===== config.mk =====
export PLATFORM = sky130hd
export DESIGN_NAME = serial_async_rx_fifo_flat
export DESIGN_NICKNAME = d
export VERILOG_FILES = /design/src/rtl/serial_async_rx_fifo_pkg.sv /design/src/rtl/serial_async_rx_fifo_if.sv /design/src/rtl/serial_async_rx_fifo_fifo.sv /design/src/rtl/serial_async_rx_fifo.sv /design/src/flat_wrapper.sv
export SDC_FILE = /design/constraint.sdc
export NUM_CORES = 1
export LEC_CHECK = 0
export ABC_CLOCK_PERIOD_IN_PS = 5150
export CAP_MARGIN = 20
export CORE_ASPECT_RATIO = 1.1
export CORE_UTILIZATION = 28
export CTS_CLUSTER_DIAMETER = 50
export DETAILED_ROUTE_END_ITERATION = 12
export PLACE_DENSITY = 0.41
export SYNTH_ARGS = -nofsm -noshare
export SYNTH_HDL_FRONTEND = slang
export SYNTH_SLANG_ARGS = --single-unit
export TNS_END_PERCENT = 20

===== constraint.sdc =====
create_clock -name serial_clk -period 5.15 [get_ports serial_clk]
set_clock_uncertainty 0.2 [all_clocks]
set_input_delay 0.7725 -clock serial_clk [delete_from_list [all_inputs] [get_ports serial_clk]]
set_output_delay 0.7725 -clock serial_clk [all_outputs]
set_load 0.02 [all_outputs]

===== src/rtl/serial_async_rx_fifo_pkg.sv =====
// Shared types and helpers for the oversampled serial receiver and its output FIFO.
package serial_rx_pkg;

  typedef enum logic [1:0] {
    PAR_NONE,
    PAR_EVEN,
    PAR_ODD
  } t_parity;

  typedef enum logic [2:0] {
    Idle,
    Start,
    Data,
    Parity,
    Stop,
    WaitIdle
  } t_rx_state;

  function automatic logic maj3(input logic [2:0] s);
    return (s[0] & s[1]) | (s[0] & s[2]) | (s[1] & s[2]);
  endfunction

endpackage


===== src/rtl/serial_async_rx_fifo_if.sv =====
// Received-word stream: show-ahead head word with its error flags, consumer ready.
interface serial_async_rx_fifo_if #(
  parameter int unsigned BITS = 8
) ();

  logic [BITS-1:0] out_data;
  logic            out_valid;
  logic            out_parity_err;
  logic            out_frame_err;
  logic            in_ready;

  modport master (
    output out_data, out_valid, out_parity_err, out_frame_err,
    input  in_ready
  );

  modport slave (
    input  out_data, out_valid, out_parity_err, out_frame_err,
    output in_ready
  );

endinterface


===== src/rtl/serial_async_rx_fifo_fifo.sv =====
// Small show-ahead FIFO; pointers carry a wrap bit so full and empty are unambiguous.
module fifo_sync_showahead #(
  parameter int unsigned WIDTH = 10,
  parameter int unsigned DEPTH = 4
) (
  input  logic             serial_clk,
  input  logic             in_rst,
  input  logic             push,
  input  logic [WIDTH-1:0] push_data,
  input  logic             pop,
  output logic [WIDTH-1:0] head_data,
  output logic             empty,
  output logic             full,
  output logic             pop_ok
);

  localparam int unsigned AW = $clog2(DEPTH);
  localparam int unsigned PW = AW + 1;

  logic [PW-1:0]    wr_ptr_q, wr_ptr_d;
  logic [PW-1:0]    rd_ptr_q, rd_ptr_d;
  logic [WIDTH-1:0] mem_q [DEPTH];
  logic             push_ok;

  // NOTE: every output is given a value on every path, so no latch is inferred.
  always_comb begin
    empty     = (wr_ptr_q == rd_ptr_q);
    full      = (wr_ptr_q[AW] != rd_ptr_q[AW]) && (wr_ptr_q[AW-1:0] == rd_ptr_q[AW-1:0]);
    pop_ok    = pop && !empty;
    push_ok   = push && (!full || pop_ok);
    wr_ptr_d  = wr_ptr_q + PW'(push_ok);
    rd_ptr_d  = rd_ptr_q + PW'(pop_ok);
    head_data = empty ? '0 : mem_q[rd_ptr_q[AW-1:0]];
  end

  // NOTE: non-blocking assignments keep every flop sampling pre-edge values.
  always_ff @(posedge serial_clk or posedge in_rst) begin
    if (in_rst) begin
      wr_ptr_q <= '0;
      rd_ptr_q <= '0;
    end else begin
      wr_ptr_q <= wr_ptr_d;
      rd_ptr_q <= rd_ptr_d;
    end
  end

  // NOTE: storage is not reset; the head output is forced to zero while empty instead.
  always_ff @(posedge serial_clk) begin
    if (push_ok) mem_q[wr_ptr_q[AW-1:0]] <= push_data;
  end

endmodule


===== src/rtl/serial_async_rx_fifo.sv =====
// Oversampled serial receiver with 3-sample majority voting, parity and framing
// checks, feeding a show-ahead FIFO read over a valid/ready handshake.
module serial_async_rx_fifo
  import serial_rx_pkg::*;
#(
  parameter int unsigned CLK_MULTIPLE = 8,
  parameter int unsigned BITS         = 8,
  parameter t_parity     PARITY       = PAR_NONE,
  parameter int unsigned STOP_BITS    = 1,
  parameter bit          LOWBIT_FIRST = 1'b1,
  parameter int unsigned FIFO_DEPTH   = 4
) (
  input  logic                   serial_clk,
  input  logic                   in_rst,
  input  logic                   in_enable,
  input  logic                   in_serial,
  input  logic                   in_clear_err,
  serial_async_rx_fifo_if.master rx_if,
  output logic                   out_overflow,
  output logic                   out_idle
);

  localparam int unsigned H     = CLK_MULTIPLE / 2;
  localparam int unsigned SC_W  = $clog2(CLK_MULTIPLE);
  localparam int unsigned BC_W  = $clog2(BITS) + 1;
  localparam int unsigned IDX_W = (BITS > 1) ? $clog2(BITS) : 1;
  localparam int unsigned WIDTH = BITS + 2;

  t_rx_state       state_q, state_d;
  logic            sync1_q, sync1_d;
  logic            rx_s_q, rx_s_d;
  logic            rx_prev_q, rx_prev_d;
  logic [SC_W-1:0] sc_q, sc_d;
  logic [BC_W-1:0] bit_ctr_q, bit_ctr_d;
  logic [BITS-1:0] shift_q, shift_d;
  logic [1:0]      samp_q, samp_d;
  logic            parity_err_q, parity_err_d;
  logic            frame_err_q, frame_err_d;
  logic            overflow_q, overflow_d;

  logic             sc_wrap, decide, maj, fall, push;
  logic [IDX_W-1:0] bit_idx;
  logic [WIDTH-1:0] head_data;
  logic             fifo_empty, fifo_full, fifo_pop_ok;

  assign sc_wrap = (sc_q == SC_W'(CLK_MULTIPLE - 1));
  assign decide  = (sc_q == SC_W'(H + 1));
  assign maj     = maj3({rx_s_q, samp_q});
  assign fall    = rx_prev_q && !rx_s_q;
  assign bit_idx = LOWBIT_FIRST ? bit_ctr_q[IDX_W-1:0]
                                : IDX_W'(BITS - 1) - bit_ctr_q[IDX_W-1:0];

  always_comb begin
    sync1_d      = in_serial;
    rx_s_d       = sync1_q;
    rx_prev_d    = rx_s_q;
    state_d      = state_q;
    sc_d         = sc_wrap ? '0 : sc_q + 1'b1;
    bit_ctr_d    = bit_ctr_q;
    shift_d      = shift_q;
    samp_d       = samp_q;
    parity_err_d = parity_err_q;
    frame_err_d  = frame_err_q;
    push         = 1'b0;

    if (sc_q == SC_W'(H - 1)) samp_d[0] = rx_s_q;
    if (sc_q == SC_W'(H))     samp_d[1] = rx_s_q;

    unique case (state_q)
      Idle: begin
        sc_d      = '0;
        bit_ctr_d = '0;
        // The edge cycle itself is sample 0 of the start bit.
        if (fall && in_enable) begin
          state_d      = Start;
          sc_d         = SC_W'(1);
          shift_d      = '0;
          parity_err_d = 1'b0;
          frame_err_d  = 1'b0;
        end
      end
      Start: begin
        if (decide && maj) begin
          state_d = Idle;
          sc_d    = '0;
        end else if (sc_wrap) begin
          state_d = Data;
        end
      end
      Data: begin
        if (decide) shift_d[bit_idx] = maj;
        if (sc_wrap) begin
          if (bit_ctr_q == BC_W'(BITS - 1)) begin
            bit_ctr_d = '0;
            state_d   = (PARITY != PAR_NONE) ? Parity : Stop;
          end else begin
            bit_ctr_d = bit_ctr_q + 1'b1;
          end
        end
      end
      Parity: begin
        if (decide) parity_err_d = (PARITY == PAR_ODD) ? ~(^shift_q ^ maj) : (^shift_q ^ maj);
        if (sc_wrap) state_d = Stop;
      end
      Stop: begin
        if (decide) begin
          if (!maj) frame_err_d = 1'b1;
          // Good frames return to Idle mid-stop-bit so the next start edge is never missed.
          if (bit_ctr_q == BC_W'(STOP_BITS - 1)) begin
            push      = 1'b1;
            bit_ctr_d = '0;
            sc_d      = '0;
            state_d   = frame_err_d ? WaitIdle : Idle;
          end
        end
        if (sc_wrap && !push) bit_ctr_d = bit_ctr_q + 1'b1;
      end
      WaitIdle: begin
        if (!rx_s_q) begin
          sc_d = '0;
        end else if (sc_wrap) begin
          state_d = Idle;
          sc_d    = '0;
        end
      end
      default: begin
        state_d = Idle;
        sc_d    = '0;
      end
    endcase
  end

  // A full-FIFO push only survives if the consumer pops in the same cycle.
  always_comb begin
    overflow_d = overflow_q & ~in_clear_err;
    if (push && fifo_full && !fifo_pop_ok) overflow_d = 1'b1;
  end

  always_ff @(posedge serial_clk or posedge in_rst) begin
    if (in_rst) begin
      state_q      <= Idle;
      sync1_q      <= 1'b1;
      rx_s_q       <= 1'b1;
      rx_prev_q    <= 1'b1;
      sc_q         <= '0;
      bit_ctr_q    <= '0;
      shift_q      <= '0;
      samp_q       <= '0;
      parity_err_q <= 1'b0;
      frame_err_q  <= 1'b0;
      overflow_q   <= 1'b0;
    end else begin
      state_q      <= state_d;
      sync1_q      <= sync1_d;
      rx_s_q       <= rx_s_d;
      rx_prev_q    <= rx_prev_d;
      sc_q         <= sc_d;
      bit_ctr_q    <= bit_ctr_d;
      shift_q      <= shift_d;
      samp_q       <= samp_d;
      parity_err_q <= parity_err_d;
      frame_err_q  <= frame_err_d;
      overflow_q   <= overflow_d;
    end
  end

  fifo_sync_showahead #(
    .WIDTH (WIDTH),
    .DEPTH (FIFO_DEPTH)
  ) u_fifo (
    .serial_clk (serial_clk),
    .in_rst     (in_rst),
    .push       (push),
    .push_data  ({frame_err_d, parity_err_q, shift_q}),
    .pop        (rx_if.in_ready),
    .head_data  (head_data),
    .empty      (fifo_empty),
    .full       (fifo_full),
    .pop_ok     (fifo_pop_ok)
  );

  assign rx_if.out_data       = head_data[BITS-1:0];
  assign rx_if.out_parity_err = head_data[BITS];
  assign rx_if.out_frame_err  = head_data[BITS+1];
  assign rx_if.out_valid      = !fifo_empty;
  assign out_overflow         = overflow_q;
  assign out_idle             = (state_q == Idle);

endmodule


===== src/flat_wrapper.sv =====
// flat-port wrapper written by rule: the top's interface ports become plain ports
module serial_async_rx_fifo_flat import serial_rx_pkg::*;
#(
  parameter int unsigned CLK_MULTIPLE = 8,
  parameter int unsigned BITS         = 8,
  parameter t_parity     PARITY       = PAR_NONE,
  parameter int unsigned STOP_BITS    = 1,
  parameter bit          LOWBIT_FIRST = 1'b1,
  parameter int unsigned FIFO_DEPTH   = 4
)
  (serial_clk, in_rst, in_enable, in_serial, in_clear_err, out_overflow, out_idle, rx_if_out_data, rx_if_out_valid, rx_if_out_parity_err, rx_if_out_frame_err, rx_if_in_ready);
  serial_async_rx_fifo_if #(.BITS(BITS)) rx_if_i ();
  input  logic serial_clk;
  input  logic in_rst;
  input  logic in_enable;
  input  logic in_serial;
  input  logic in_clear_err;
  output logic out_overflow;
  output logic out_idle;
  output wire logic [$bits(rx_if_i.out_data)-1:0] rx_if_out_data;
  output wire logic [$bits(rx_if_i.out_valid)-1:0] rx_if_out_valid;
  output wire logic [$bits(rx_if_i.out_parity_err)-1:0] rx_if_out_parity_err;
  output wire logic [$bits(rx_if_i.out_frame_err)-1:0] rx_if_out_frame_err;
  input wire logic [$bits(rx_if_i.in_ready)-1:0] rx_if_in_ready;
  assign rx_if_out_data = rx_if_i.out_data;
  assign rx_if_out_valid = rx_if_i.out_valid;
  assign rx_if_out_parity_err = rx_if_i.out_parity_err;
  assign rx_if_out_frame_err = rx_if_i.out_frame_err;
  assign rx_if_i.in_ready = rx_if_in_ready;
  serial_async_rx_fifo #(.CLK_MULTIPLE(CLK_MULTIPLE), .BITS(BITS), .PARITY(PARITY), .STOP_BITS(STOP_BITS), .LOWBIT_FIRST(LOWBIT_FIRST), .FIFO_DEPTH(FIFO_DEPTH)) u_core (.serial_clk(serial_clk), .in_rst(in_rst), .in_enable(in_enable), .in_serial(in_serial), .in_clear_err(in_clear_err), .rx_if(rx_if_i), .out_overflow(out_overflow), .out_idle(out_idle));
endmodule

Yosys cells after proc, flatten, opt, wreduce, memory -nomap -nowiden
Memories as Yosys holds them, arrays and structs flattened.
Index checks and enable logic that the tools add are counted.
{"block": "classes", "n_addsub": 4, "order_cmp": 2, "n_eq_ne": 26, "mux": 49, "bitwise": 8, "n_reduce_logical": 27}
{"operator": "3-bit 2-to-1 mux", "n": 17}
{"operator": "4-bit 2-to-1 mux", "n": 5}
{"operator": "2-bit by 1-bit != test with 1-bit output (second input constant)", "n": 10}
{"operator": "3-bit one-hot mux with 6 select lines", "n": 1}
{"operator": "1-bit 2-to-1 mux", "n": 16}
{"operator": "8-bit 2-to-1 mux", "n": 2}
{"operator": "8-bit one-hot mux with 2 select lines", "n": 1}
{"operator": "3-bit == test (second input constant)", "n": 5}
{"operator": "3-bit one-hot mux with 5 select lines", "n": 1}
{"operator": "4-bit one-hot mux with 3 select lines", "n": 1}
{"operator": "1-bit logical AND", "n": 10}
{"operator": "10-bit 2-to-1 mux", "n": 1}
{"operator": "3-bit by 2-bit == test with 1-bit output (second input constant)", "n": 3}
{"operator": "3-bit by 1-bit != test with 1-bit output (second input constant)", "n": 3}
{"operator": "9-bit AND reduction", "n": 1}
{"operator": "8-bit bitwise mux", "n": 1}
{"operator": "8-bit parity", "n": 1}
{"operator": "3-bit by 1-bit adder with 3-bit output", "n": 2}
{"operator": "3-bit AND reduction", "n": 2}
{"operator": "1-bit zero test", "n": 5}
{"operator": "4-bit by 1-bit adder with 4-bit output (second input constant)", "n": 1}
{"operator": "1-bit bitwise AND", "n": 4}
{"operator": "4-bit by 3-bit == test with 1-bit output (second input constant)", "n": 1}
{"operator": "4-bit zero test", "n": 1}
{"operator": "other kinds (18)", "n": 21}
{"block": "totals", "regBits": 32, "mem_bits_rw": 40, "input_bits": 6, "wordCells": 131, "memories": 1}
{"memory": "u_core.u_fifo.mem_q", "words": 4, "word_bits": 10, "rd": 1, "rd_ports_with_merged_regs": 0, "write_ports": 1, "line_no": "serial_async_rx_fifo_fifo.sv:22", "rtl": "logic [WIDTH-1:0] mem_q [DEPTH];"}

Longest topological paths before layout
{"block": "depth", "ltp_word": 10, "ltp_mapped": 11, "depth_no_buf": 10}

Modules after synthesis
Synthesis repeated with hierarchy kept, for this count alone.
{"block": "unflattened", "hier_cells": 259, "area_unflattened_um2": 3409.5}
{"mod": "fifo_sync_showahead", "n_inst": 1, "cells_each": 89, "area_per_inst_um2": 1829.3}
{"mod": "serial_async_rx_fifo", "n_inst": 1, "cells_each": 170, "area_per_inst_um2": 1580.3}

Least setup slack after synthesis
No wires, ideal clock.
{"block": "synth_timing", "path_kind": "reg2reg", "start": "register u_core.bit_ctr_q[0]", "end": "memory u_core.u_fifo.mem_q[2][0], enable pin", "setup_ns": 0.392, "t_arrival_ns": 2.408, "t_required_ns": 4.558, "path_slack_ns": 2.150, "path_stages_with_launch": 9, "n_path_buf": 1, "synth_period_minus_slack_ns": 3.000, "cell_sequence": "dfrtp_1 -> clkbuf_1 -> inv_1 -> ha_1 -> nand4b_1 -> or2_1 -> nor2_1 -> nand2b_1 -> nor3b_1"}
{"block": "synth_between", "elab_chain_len": 8}
{"item": "start: declaration", "line_no": "serial_async_rx_fifo.sv:34", "rtl": "logic [BC_W-1:0] bit_ctr_q, bit_ctr_d;"}
{"item": "start signal: assignment", "line_no": "serial_async_rx_fifo.sv:158", "rtl": "bit_ctr_q <= bit_ctr_d;"}
{"item": "4-bit zero test", "line_no": "serial_async_rx_fifo.sv:109", "rtl": "if (bit_ctr_q == BC_W'(STOP_BITS - 1)) begin"}
{"item": "1-bit 2-to-1 mux", "line_no": "serial_async_rx_fifo.sv:109"}
{"item": "1-bit 2-to-1 mux", "line_no": "serial_async_rx_fifo.sv:106", "rtl": "if (decide) begin"}
{"item": "1-bit 2-to-1 mux (2 in a row)", "line_no": "serial_async_rx_fifo.sv:69", "rtl": "unique case (state_q)"}
{"item": "1-bit logical AND", "line_no": "serial_async_rx_fifo_fifo.sv:30", "rtl": "push_ok = push && (!full || pop_ok);"}
{"item": "1-bit 2-to-1 mux", "line_no": "serial_async_rx_fifo_fifo.sv:49", "rtl": "if (push_ok) mem_q[wr_ptr_q[AW-1:0]] <= push_data;"}
{"item": "1-bit 2-to-1 mux (implied by the code)", "line_no": "serial_async_rx_fifo_fifo.sv:49"}
{"item": "end: declaration", "line_no": "serial_async_rx_fifo_fifo.sv:22"}
Every way passes these cells. The select of a mux whose other input is x is not followed.

Worst setup path in the final report
{"block": "layout_timing", "start": "register u_core.u_fifo.rd_ptr_q[0]", "end": "output port rx_if_out_frame_err"}
{"block": "layout_between", "elab_chain_len": 2}
{"item": "start: declaration", "line_no": "serial_async_rx_fifo_fifo.sv:21", "rtl": "logic [PW-1:0] rd_ptr_q, rd_ptr_d;"}
{"item": "start signal: assignment", "line_no": "serial_async_rx_fifo_fifo.sv:43", "rtl": "rd_ptr_q <= rd_ptr_d;"}
{"item": "memory read 4 x 10 bit or 3-bit == test (tied branches)"}
{"item": "10-bit 2-to-1 mux *", "line_no": "serial_async_rx_fifo_fifo.sv:33", "rtl": "head_data = empty ? '0 : mem_q[rd_ptr_q[AW-1:0]];"}
{"item": "end: declaration", "line_no": "flat_wrapper.sv:23", "rtl": "output wire logic [$bits(rx_if_i.out_frame_err)-1:0] rx_if_out_frame_err;"}
Mark *: on every way between the ends. The rest lies on a longest branch, timed or not.

==> run_results.csv <==
group,metric,value,unit
run_status,status,"finished, final reports clean",
final_layout,drive_gt1_share,17.6,%
global_route,grt_antenna_before_repair,0,
final_layout,final_cell_mix,"40 x edfxtp_1, 29 x dfrtp_1, 18 x clkdlybuf4s50_1, 13 x inv_1, 12 x nor2b_1",
final_layout,antennaDiodeCount,0,
clocking,cts_max_path_buffers,2,
routing,drcViolationCount,0,
placed_design,dp_hpwl,4430,um
routing,drt-pass1-iter-count,4,
synth,syn_nets,256,
clocking,cts-root-buf,"clkbuf_16",
worst_setup_path,critPathKind,"flip-flop to output pin",
timing,hold_viol,0,
clocking,clk_pin_slew,0.06,ns
pwr,swShare,32.7,%
pwr,ir_drop,0.208,mV
worst_setup_path,r2r-start,"u_core.bit_ctr_q[0]$_DFFE_PP0P_",
synth,synth_ff_type,"edfxtp_1",
synth,syn_inst,239,
global_route,grt_pass1_vias,2016,
routing,wl_met3,216,um
pwr,power,2.05,mW
worst_setup_path,required,4.18,ns
worst_setup_path,worstRegToRegCells,8,
pwr,p_clk_share,30.9,%
timing,fin_crit,3.42,ns
clocking,clock_latency,0.33,ns
worst_setup_path,cp-end-kind,"output pin",
placed_design,io_buffers,18,
clocking,cts.sink_count,72,
synth,synthArstFlopShare,44.4,%
placed_design,numPlacedInstances,401,
global_route,grt_overflow,0,
routing,vias_per_cell,4.75,
clocking,cts_buffers,9,
timing,worstMarginPinSlew,0.709,ns
timing,setup-tns-final,0,ns
die,dieArea,12500,sq um
worst_setup_path,worstPathArrival,2.45,ns
clocking,cts_resized,0,
routing,dr_wl_met2,3240,um
worst_setup_path,path_max_fanout,12,
synth,yosysWarnings,0,
synth,synth.distinct_cells,56,
worst_setup_path,cp-startpoint,"u_core.u_fifo.rd_ptr_q[0]$_DFF_PP0_",
timing,setup_viol_count_final,0,
timing,fmax,0.292,GHz
routing,maxUsedRoutingLayer,"met4",
die,fp-row-count,41,
pwr,internal_power,1.38,mW
global_route,grt.total_usage,11.7,%
hold_path,holdPathStages,0,
pwr,p_seq_share,38.1,%
timing,drv_slew,0,
pwr,leakage,1.47,nW
worst_setup_path,worstSetupEndpoint,"rx_if_out_frame_err",
global_route,grt_max_degree,33,
placed_design,gp_congestion,0.712,
routing,wl_met1,2990,um
final_layout,area_growth,19.2,%
job,timing.max_cap.violations,0,
clocking,cts_hold_buf,0,
hold_path,hold_path_class,"flip-flop to flip-flop",
routing,wl_per_cell,15.7,um
die,die_h,117,um
timing,rsz0062_at_grt,"false",
die,initial_utilization,29.1,%
worst_setup_path,r2r_end,"u_core.u_fifo.mem_q[3][9]$_DFFE_PP_",
die,die_w,107,um
routing,drt-initial-drc-count,94,
clocking,cts_setup_buffers,0,
routing,via_count,1981,
worst_setup_path,reg2reg_slack,2.17,ns
pwr,switchingPower,0.672,mW
synth,ys_seq_area_share,59.5,%
clocking,h-tree-depth,3,
routing,drtAntennaViolNets,0,
synth,ys_ff_latch,72,
placed_design,place_area,3710,sq um
final_layout,post_layout_nonfiller_instances,417,
timing,maxSlewHeadroom,52.7,%
final_layout,design_area,4020,sq um
routing,totalWireLength,6560,um
worst_setup_path,start_kind,"flip-flop",
pwr,p_per_area,511,nW/um^2
pwr,comb_power_share,31.0,%
die,core-area,11600,sq um
synth,synth_area_per_cell,14.1,sq um
clocking,cts_tree,"built",
die,io_pins,19,
synth,synth_edf_count,40,
global_route,grt_pass1_wl,10800,um
final_layout,nets,279,
synth,syn_area,3370,sq um
timing,fin_crit_sh,66.4,%
final_layout,final_common_cell,"edfxtp_1",
-- registers in the layout, indices dropped and copies added (netlist names), 2 cells and up --
| name | cells |
|---|---|
| u_core.bit_ctr_q | 4 |
| u_core.shift_q | 8 |
| u_core.u_fifo.mem_q | 40 |
| u_core.u_fifo.rd_ptr_q | 3 |
| u_core.sc_q | 3 |
| u_core.samp_q | 2 |
| u_core.u_fifo.wr_ptr_q | 3 |
| u_core.state_q | 3 |
-- routing by layer --
metal / track usage, % / up-vias
met5: 0 / -
met4: 4.66 / 0
met3: 2.99 / 9
met2: 19.5 / 31
met1: 14.5 / 985
li1: - / 956
-- cell families (layout without fill, tap and decap cells) --
group / count (synthesis) / count (layout) / share of synthesized area [%]
and+or+nand+nor: 60 / 60 / 10.6
AOI/OAI and AO/OA: 41 / 41 / 10.3
muxes: 16 / 16 / 8.58
adders and majority gates: 12 / 12 / 4.42
DFF: 72 / 72 / 59.5
xor gates and xnor gates: 13 / 13 / 3.38
buffers and inverters: 25 / 53 / 3.23
-- how the worst min path moves through the flow --
stage / startpoint / end / slack, ns
floorplan: u_core.rx_s_d$_DFF_PP1_ / u_core.rx_prev_d$_DFF_PP1_ / 0.15
global placement: u_core.rx_s_d$_DFF_PP1_ / u_core.rx_prev_d$_DFF_PP1_ / 0.15
detailed placement: u_core.rx_s_d$_DFF_PP1_ / u_core.rx_prev_d$_DFF_PP1_ / 0.15
CTS: u_core.rx_s_d$_DFF_PP1_ / u_core.rx_prev_d$_DFF_PP1_ / 0.16
global route: u_core.rx_s_d$_DFF_PP1_ / u_core.rx_prev_d$_DFF_PP1_ / 0.16
finish: u_core.rx_s_d$_DFF_PP1_ / u_core.rx_prev_d$_DFF_PP1_ / 0.15
-- cell type report --
type                            count  area, sq um
Fill cell                        1159         7580
Sequential cell                    72         2010
Multi-Input combinational cell    142         1250
Clock buffer                        9          225
Timing Repair Buffer               22          210
Tap cell                          150          188
Clock inverter                      7         76.3
Inverter                           15         56.3
-- through the flow --
| step | hold slack (ns) | setup WS (ns) | utilization, % |
|---|---|---|---|
| 2_1_floorplan | 0.145 | 2.15 | - |
| 3_3_place_gp | 0.146 | 2.01 | 32.0 |
| 3_5_place_dp | 0.147 | 1.98 | 32.0 |
| 4_1_cts | 0.156 | 1.63 | 34.6 |
| 5_1_grt | 0.160 | 1.49 | 34.6 |
| 6_report | 0.154 | 1.73 | 34.6 |
-- power groups by stage --
stage	clock (mW)	combinational (mW)	sequential [mW]
after floorplan	0	0.490	0.719
after global placement	0	0.643	0.800
after detailed placement	0	0.647	0.796
after CTS	0.655	0.648	0.785
after global routing	0.680	0.702	0.797
final	0.635	0.636	0.782
-- worst max-delay path: stages, from the launching register on --
cell             delay (ns)
dfrtp_1                0.80
xnor2_1                0.21
and3_1                 0.47
nor2b_1                0.09
clkdlybuf4s50_1        0.55
-- cells in the mapped netlist (4+ instances only) --
cell type | number | share of area, %
nor2_1 | 10 | 1.1
inv_1 | 13 | 1.4
edfxtp_1 | 40 | 36
xnor2_1 | 10 | 2.6
nor3_1 | 4 | 0.59
o41ai_1 | 6 | 1.6
ha_1 | 11 | 4.1
mux4_2 | 10 | 6.7
o311ai_1 | 6 | 1.6
dfrtp_1 | 29 | 22
nand3_1 | 5 | 0.74
o21ai_1 | 5 | 0.74
nor2b_1 | 12 | 2.2
clkbuf_1 | 5 | 0.56
nand2_1 | 8 | 0.89
No activity file was read; power rests on OpenSTA's default activity.
